[src/rtl/bp_pkg.sv]
// -----------------------------------------------------------------------------
// bp_pkg
// Shared types and constants for the branch-predictor update path.
//   BP_PC_W     : width of a branch PC
//   bp_update_t : one queued predictor update (PC plus resolved direction)
// -----------------------------------------------------------------------------
package bp_pkg;

    localparam int BP_PC_W = 32;

    typedef struct packed {
        logic [BP_PC_W-1:0] pc;
        logic               taken;
    } bp_update_t;

endpackage

[src/rtl/bp_update_fifo.sv]
// -----------------------------------------------------------------------------
// bp_update_fifo
// Circular buffer that accepts up to NUM_REQ writes and at most one read per
// cycle. Writes arrive compacted: slots 0..push_cnt-1 of push_data are stored
// at tail, tail+1, ... in that order. The caller never pushes more entries
// than there is room for (including a same-cycle pop).
// Ports:
//   clk, rst   : clock, synchronous active-high reset
//   push_cnt   : number of valid entries in push_data this cycle
//   push_data  : compacted entries to append
//   pop        : remove the head entry
//   head       : current head entry (meaningful when count != 0)
//   count      : current occupancy
// -----------------------------------------------------------------------------
module bp_update_fifo
    import bp_pkg::*;
#(
    parameter  int NUM_REQ    = 2,
    parameter  int FIFO_DEPTH = 4,
    localparam int PTR_W      = $clog2(FIFO_DEPTH),
    localparam int CNT_W      = $clog2(FIFO_DEPTH) + 1
) (
    input  logic                       clk,
    input  logic                       rst,
    input  logic [CNT_W-1:0]           push_cnt,
    input  bp_update_t [NUM_REQ-1:0]   push_data,
    input  logic                       pop,
    output bp_update_t                 head,
    output logic [CNT_W-1:0]           count
);

    bp_update_t       mem_r [FIFO_DEPTH];
    logic [PTR_W-1:0] head_r;
    logic [PTR_W-1:0] tail_r;
    logic [CNT_W-1:0] count_r;
    logic [PTR_W-1:0] waddr_s [NUM_REQ];
    logic [NUM_REQ-1:0] wen_s;

    // Per-slot write address (wraps naturally, depth is a power of two) and enable
    always_comb begin
        for (int k = 0; k < NUM_REQ; k++) begin
            waddr_s[k] = tail_r + PTR_W'(k);
            wen_s[k]   = (k < int'(push_cnt));
        end
    end

    // Entry storage; cleared on reset so stale data never reaches the head
    always_ff @(posedge clk) begin
        if (rst) begin
            for (int i = 0; i < FIFO_DEPTH; i++) begin
                mem_r[i] <= '0;
            end
        end else begin
            for (int k = 0; k < NUM_REQ; k++) begin
                if (wen_s[k]) begin
                    mem_r[waddr_s[k]] <= push_data[k];
                end
            end
        end
    end

    // Head/tail pointers and occupancy
    always_ff @(posedge clk) begin
        if (rst) begin
            head_r  <= '0;
            tail_r  <= '0;
            count_r <= '0;
        end else begin
            tail_r  <= tail_r + PTR_W'(push_cnt);
            head_r  <= head_r + PTR_W'(pop);
            count_r <= count_r + push_cnt - CNT_W'(pop);
        end
    end

    assign head  = mem_r[head_r];
    assign count = count_r;

endmodule

[src/rtl/bp_update_arbiter.sv]
// -----------------------------------------------------------------------------
// bp_update_arbiter
// Collects resolved-branch outcomes from NUM_REQ execution ports, grants them
// in rotating priority into an update queue, and drains the queue one entry
// per cycle into the 2-bit-counter predictor update port.
// Ports:
//   clk, rst                   : clock, synchronous active-high reset
//   req_valid/req_pc/req_taken : per-port update requests
//   req_ready                  : per-port combinational grant
//   upd_hold                   : stall draining
//   update_en/update_pc/actual_taken : predictor update port
//   fifo_count                 : queue occupancy
//   perf_accepted/perf_denied  : performance counters
// Build option: define BP_UPD_PERF_EN to instantiate the performance
// counters; otherwise both perf outputs are constant zero.
// -----------------------------------------------------------------------------
module bp_update_arbiter
    import bp_pkg::*;
#(
    parameter int NUM_REQ    = 2,
    parameter int FIFO_DEPTH = 4
) (
    input  logic                             clk,
    input  logic                             rst,
    input  logic [NUM_REQ-1:0]               req_valid,
    input  logic [NUM_REQ-1:0][BP_PC_W-1:0]  req_pc,
    input  logic [NUM_REQ-1:0]               req_taken,
    output logic [NUM_REQ-1:0]               req_ready,
    input  logic                             upd_hold,
    output logic                             update_en,
    output logic [BP_PC_W-1:0]               update_pc,
    output logic                             actual_taken,
    output logic [$clog2(FIFO_DEPTH):0]      fifo_count,
    output logic [31:0]                      perf_accepted,
    output logic [31:0]                      perf_denied
);

    localparam int CNT_W = $clog2(FIFO_DEPTH) + 1;
    localparam int RR_W  = (NUM_REQ > 1) ? $clog2(NUM_REQ) : 1;

    logic [CNT_W-1:0]          count_s;
    bp_update_t                head_s;
    logic                      pop_s;
    logic [CNT_W-1:0]          free_s;
    logic [CNT_W-1:0]          grant_cnt_s;
    logic [NUM_REQ-1:0]        ready_s;
    bp_update_t [NUM_REQ-1:0]  push_data_s;
    logic                      any_denied_s;
    logic [RR_W-1:0]           first_denied_s;
    logic [RR_W-1:0]           rr_ptr_r;

    // Drain whenever something is queued and the predictor is not held;
    // nothing is emitted while reset is asserted.
    assign pop_s  = (count_s != '0) && !upd_hold && !rst;
    // A same-cycle pop frees one slot for a same-cycle push
    assign free_s = CNT_W'(FIFO_DEPTH) - count_s + CNT_W'(pop_s);

    // Rotating-priority grant: valid ports are granted in scan order until the
    // free slots run out; granted entries are compacted in that same order.
    always_comb begin
        int gcnt;
        int idx;
        ready_s        = '0;
        push_data_s    = '0;
        any_denied_s   = 1'b0;
        first_denied_s = rr_ptr_r;
        gcnt           = 0;
        idx            = 0;
        if (!rst) begin
            for (int k = 0; k < NUM_REQ; k++) begin
                idx = (int'(rr_ptr_r) + k) % NUM_REQ;
                if (req_valid[idx]) begin
                    if (gcnt < int'(free_s)) begin
                        ready_s[idx]            = 1'b1;
                        push_data_s[gcnt].pc    = req_pc[idx];
                        push_data_s[gcnt].taken = req_taken[idx];
                        gcnt                    = gcnt + 1;
                    end else if (!any_denied_s) begin
                        any_denied_s   = 1'b1;
                        first_denied_s = RR_W'(idx);
                    end else begin
                        any_denied_s = 1'b1;
                    end
                end else begin
                    ready_s[idx] = 1'b0;
                end
            end
        end else begin
            ready_s = '0;
        end
        grant_cnt_s = CNT_W'(gcnt);
    end

    assign req_ready = ready_s;

    // Priority pointer jumps to the first port that lost, so it wins next time
    always_ff @(posedge clk) begin
        if (rst) begin
            rr_ptr_r <= '0;
        end else if (any_denied_s) begin
            rr_ptr_r <= first_denied_s;
        end else begin
            rr_ptr_r <= rr_ptr_r;
        end
    end

    bp_update_fifo #(
        .NUM_REQ    (NUM_REQ),
        .FIFO_DEPTH (FIFO_DEPTH)
    ) u_fifo (
        .clk       (clk),
        .rst       (rst),
        .push_cnt  (grant_cnt_s),
        .push_data (push_data_s),
        .pop       (pop_s),
        .head      (head_s),
        .count     (count_s)
    );

    // Update port: head entry while draining, zeros otherwise
    always_comb begin
        update_en = pop_s;
        if (pop_s) begin
            update_pc    = head_s.pc;
            actual_taken = head_s.taken;
        end else begin
            update_pc    = '0;
            actual_taken = 1'b0;
        end
    end

    assign fifo_count = count_s;

`ifdef BP_UPD_PERF_EN
    logic [31:0] perf_accepted_r;
    logic [31:0] perf_denied_r;

    // Accepted entries and denial cycles; both wrap modulo 2^32
    always_ff @(posedge clk) begin
        if (rst) begin
            perf_accepted_r <= 32'd0;
            perf_denied_r   <= 32'd0;
        end else begin
            perf_accepted_r <= perf_accepted_r + 32'(grant_cnt_s);
            perf_denied_r   <= perf_denied_r + (any_denied_s ? 32'd1 : 32'd0);
        end
    end

    assign perf_accepted = perf_accepted_r;
    assign perf_denied   = perf_denied_r;
`else
    assign perf_accepted = 32'd0;
    assign perf_denied   = 32'd0;
`endif

endmodule

[config.mk]
export PLATFORM = sky130hd
export DESIGN_NAME = bp_update_arbiter
export DESIGN_NICKNAME = d
export VERILOG_FILES = /design/src/rtl/bp_pkg.sv /design/src/rtl/bp_update_fifo.sv /design/src/rtl/bp_update_arbiter.sv
export SDC_FILE = /design/constraint.sdc
export NUM_CORES = 1
export LEC_CHECK = 0
export CORE_ASPECT_RATIO = 0.75
export CORE_MARGIN = 2
export CORE_UTILIZATION = 51
export CTS_CLUSTER_SIZE = 28
export DETAILED_ROUTE_END_ITERATION = 7
export GPL_TIMING_DRIVEN = 0
export HOLD_SLACK_MARGIN = 0.03
export PLACE_DENSITY_LB_ADDON = 0.05
export REMOVE_ABC_BUFFERS = 1
export SYNTH_ARGS = -nofsm -noshare
export SYNTH_HDL_FRONTEND = slang
export SYNTH_HIERARCHICAL = 1
export SYNTH_SLANG_ARGS = --single-unit
[constraint.sdc]
create_clock -name clk -period 11.15 [get_ports clk]
set_clock_uncertainty 0.2 [all_clocks]
set_input_delay 2.23 -clock clk [delete_from_list [all_inputs] [get_ports clk]]
set_output_delay 2.23 -clock clk [all_outputs]
set_load 0.02 [all_outputs]
==> summary.txt <==
Status
  • Run status: completed

Worst setup path
  • Worst EP arrival: 8360 ps
  • Crit Reg-Reg Endpoint: u_fifo/mem_r[0][2]$_DFFE_PP_
  • Critical Path Max Stage Delay: 820 ps
  • Depth of the most critical reg-to-reg path: 18
  • Critical Path Sink Type: flop
  • Sort of element at the start of the critical path: input port
  • Category of the most critical setup path: input port to flop
  • Critical path fanouts, max: 34
  • R2R setup slack: 4510 ps
  • CP startpoint: rst
  • Slowest CP cell: nor3_4
  • End of the critical path: u_fifo/mem_r[0][2]$_DFFE_PP_
  • Worst endpoint required time: 11080 ps
  • Launch point of the worst reg-to-reg path: u_fifo/count[2]$_SDFF_PP0_
  • Most numerous cell on the critical path: ha_1
  • Worst-path cell chain: buf_2 -> buf_12 -> nor3_4 -> inv_1 -> ha_1 -> inv_1 -> ha_1 -> nand2b_1 -> nor2_4 -> buf_16 -> a21oi_1 -> ha_1 -> a21oi_1 -> a221oi_1 -> nor3_2 -> nor4_4 -> buf_8 -> or3_2 -> buf_16

Clock tree
  • Clock insertion delay at the later pin of the skew report: 420 ps
  • Clock slew at reported path FFs: 60 ps
  • Count of hold buffers inserted by post-cts repair: 0
  • Total number of H-tree levels: 4
  • TritonCTS clock tree: done
  • Post-CTS setup-driven buffer insertion count: 0
  • Number of sinks handled by clock tree synthesis: 140
  • Number of buffers on the longest clock path: 2
  • Clock buffer count from CTS: 17
  • Root buf cell: clkbuf_16
  • Total of cells resized after clock tree synthesis: 0

STA
  • Number of max-slew violations in the final report: 0
  • Final clock period utilization by the worst path: 0.756
  • Final hold vios: 0
  • Max Freq: 119 MHz
  • Number of failing setup endpoints in the final timing report: 0
  • Setup repair after global routing missed its margin: no
  • Worst-Margin Slew: 976 ps
  • Final min period: 8430 ps
  • Slew Limit Headroom: 0.344

Layout
  • Most used cells in the layout excluding fill and tap cells: 132 x edfxtp_1, 108 x clkdlybuf4s50_1, 99 x a22o_1
  • Layout overhead on the synthesized area: 22.4%
  • Antenna cells: 0
  • Post-route cell area: 0.0109 mm²
  • Area occupied by multi-input gates: 0.00428 mm²
  • Final Instance Count excl. Fillers: 1089
  • Proportion of layout cells with a drive suffix above 1: 0.172
  • Register area: 0.00413 mm²
  • Final design utilization: 0.644
  • FILL cells: 1288
  • Net count reported at finish: 920
  • Most common cell after layout, fill and taps aside: edfxtp_1

Synthesis
  • Portion of synthesized cell area occupied by the leading cell type: 0.443
  • Main flop type after synthesis: edfxtp_1
  • Number of enable-type register cells in the synthesized netlist: 132
  • Instance count of the mapped netlist: 756
  • Number of warnings printed during yosys synthesis: 6
  • Share of synthesized registers carrying an async set or reset: 0
  • Number of different library cells in the post-synthesis netlist: 47
  • Seq/Total Area, Yosys: 0.461
  • Area of the mapped netlist: 0.00894 mm²
  • Number of register bits inferred by synthesis: 140
  • Avg Inst Size Synth: 11.8 µm²
  • Largest area contributor in the synthesized netlist: edfxtp_1
  • Ranking of synthesized cells by area: edfxtp_1 44%, a22o_1 9.7%, mux4_2 8.3%

Run
  • # Max-Cap Violations: 0

Drt
  • Detailed-route via count: 6685
  • Initial detailed-routing violation count: 648
  • Routed wire length: 24900 µm
  • Via-per-instance ratio: 6.14
  • DRC: 0
  • Number of antenna-violating nets in the routed design: 0
  • Final routed wire length divided by cell count: 22.8 µm
  • Total iterations of the first detailed-routing run: 5

Power and ir drop
  • Overall power consumption: 2.17 mW
  • Pwr/cell area: 199 mW/mm²
  • Peak supply drop: 129 µV
  • Leakage power of the design: 4.04 nW

Floorplanning
  • Die boundary width: 157 µm
  • Number of placed I/O pins: 174
  • Count of standard-cell rows: 41
  • Total die area: 0.0186 mm²
  • Effective utilization at floorplan: 0.527
  • CORE AREA: 0.0170 mm²
  • Vertical die dimension: 119 µm

GRT
  • Vias in the first global route: 6738
  • Global-route wire length before repair: 37900 µm
  • Maximum number of pins on one net before global-route repair: 38
  • Number of antenna violations at the first check in global routing: 0
  • Gr ovfl total: 0
  • Overall Global Routing Usage: 0.273

Placement
  • Weighted congestion at the end of routability-driven global placement: 0.722
  • DPL Wire Length: 15900 µm
  • Total placed instance area: 0.0104 mm²
  • Post-placement cell count: 1057
  • Buffers added on ports: 109

Worst hold path
  • Hold Crit Class: flop to flop
cell usage after synthesis, types with 6 or more instances:
| cell | number |
|---|---|
| mux4_2 | 33 |
| edfxtp_1 | 132 |
| nand3_1 | 28 |
| buf_2 | 37 |
| and2_1 | 35 |
| and3_1 | 33 |
| inv_1 | 10 |
| clkbuf_1 | 27 |
| nand3b_1 | 28 |
| nand2_1 | 6 |
| nor2b_1 | 8 |
| nor2_1 | 39 |
| a22o_1 | 99 |
| buf_4 | 73 |
| nor3_1 | 7 |
| a31o_2 | 32 |
| mux2i_1 | 34 |
| a21oi_1 | 32 |
| ha_1 | 8 |
| dfxtp_1 | 8 |
worst min path at each step:
stage                                           start                     endpoint  slack [ps]  depth (start not counted)
after floorplan           u_fifo/tail_r[1]$_SDFF_PP0_  u_fifo/tail_r[1]$_SDFF_PP0_         390                          2
after global placement    u_fifo/tail_r[1]$_SDFF_PP0_  u_fifo/tail_r[1]$_SDFF_PP0_         400                          2
after detailed placement  u_fifo/tail_r[1]$_SDFF_PP0_  u_fifo/tail_r[1]$_SDFF_PP0_         500                          2
after CTS                 u_fifo/tail_r[1]$_SDFF_PP0_  u_fifo/tail_r[1]$_SDFF_PP0_         510                          2
after global routing      u_fifo/tail_r[1]$_SDFF_PP0_  u_fifo/tail_r[1]$_SDFF_PP0_         540                          2
final                     u_fifo/tail_r[1]$_SDFF_PP0_  u_fifo/tail_r[1]$_SDFF_PP0_         510                          2
worst max-delay path, delay by kind of cell:
| kind | cells | cell delay, ps |
|---|---|---|
| adders and majority gates | 3 | 850 |
| AOI/OAI and AO/OA | 3 | 880 |
| and+or+nand+nor | 6 | 2970 |
| buffers and inverters | 7 | 1410 |
routing by layer:
layer  global-route usage  vias up  wire length (µm)
li1                     -     2975                 -
met1                0.348     3266              9550
met2                0.467      378             12500
met3               0.0462       66              2120
met4                0.104        0               685
met5                    0        -                 0
logic make-up (layout without fill, tap and decap cells):
family,count (synthesis),in the layout,synth area share
AO/OA/AOI/OAI,179,179,0.161
XOR/XNOR,6,6,0.00672
adder cells (fa/ha/maj),9,9,0.0134
buffers and inverters,147,177,0.0975
flip-flops,140,140,0.461
multiplexers,68,68,0.122
other,1,68,0.000419
AND/OR/NAND/NOR,206,206,0.137
state kept, by name, indices dropped and copies added, names as in the netlist:
name           flops
u_fifo/tail_r      2
u_fifo/mem_r     132
rr_ptr_r           1
u_fifo/head_r      2
u_fifo/count       3
area by class of cell:
cell class / count / share of cell area
multi-input combinational: 536 / 0.391
inverter: 10 / 0.00343
tap: 236 / 0.0270
clock inverter: 14 / 0.00961
clock buffer: 18 / 0.0392
timing repair buffer: 135 / 0.152
sequential: 140 / 0.377
stage by stage:
stage	setup TNS (ps)	setup WS (ps)	hold WS, ps
after floorplan	0	2290	387
after global placement	-601550	-3880	404
after detailed placement	0	2260	505
after CTS	0	2710	515
after global routing	0	2270	544
final	0	2720	513
report_power, final:
part           internal [mW]  total, mW  switching [mW]
clock                  0.302      0.516           0.214
sequential             0.710      0.769          0.0585
combinational          0.365      0.887           0.522
total                   1.38       2.17           0.795
Note: power is estimated with default switching activity, not from simulation.
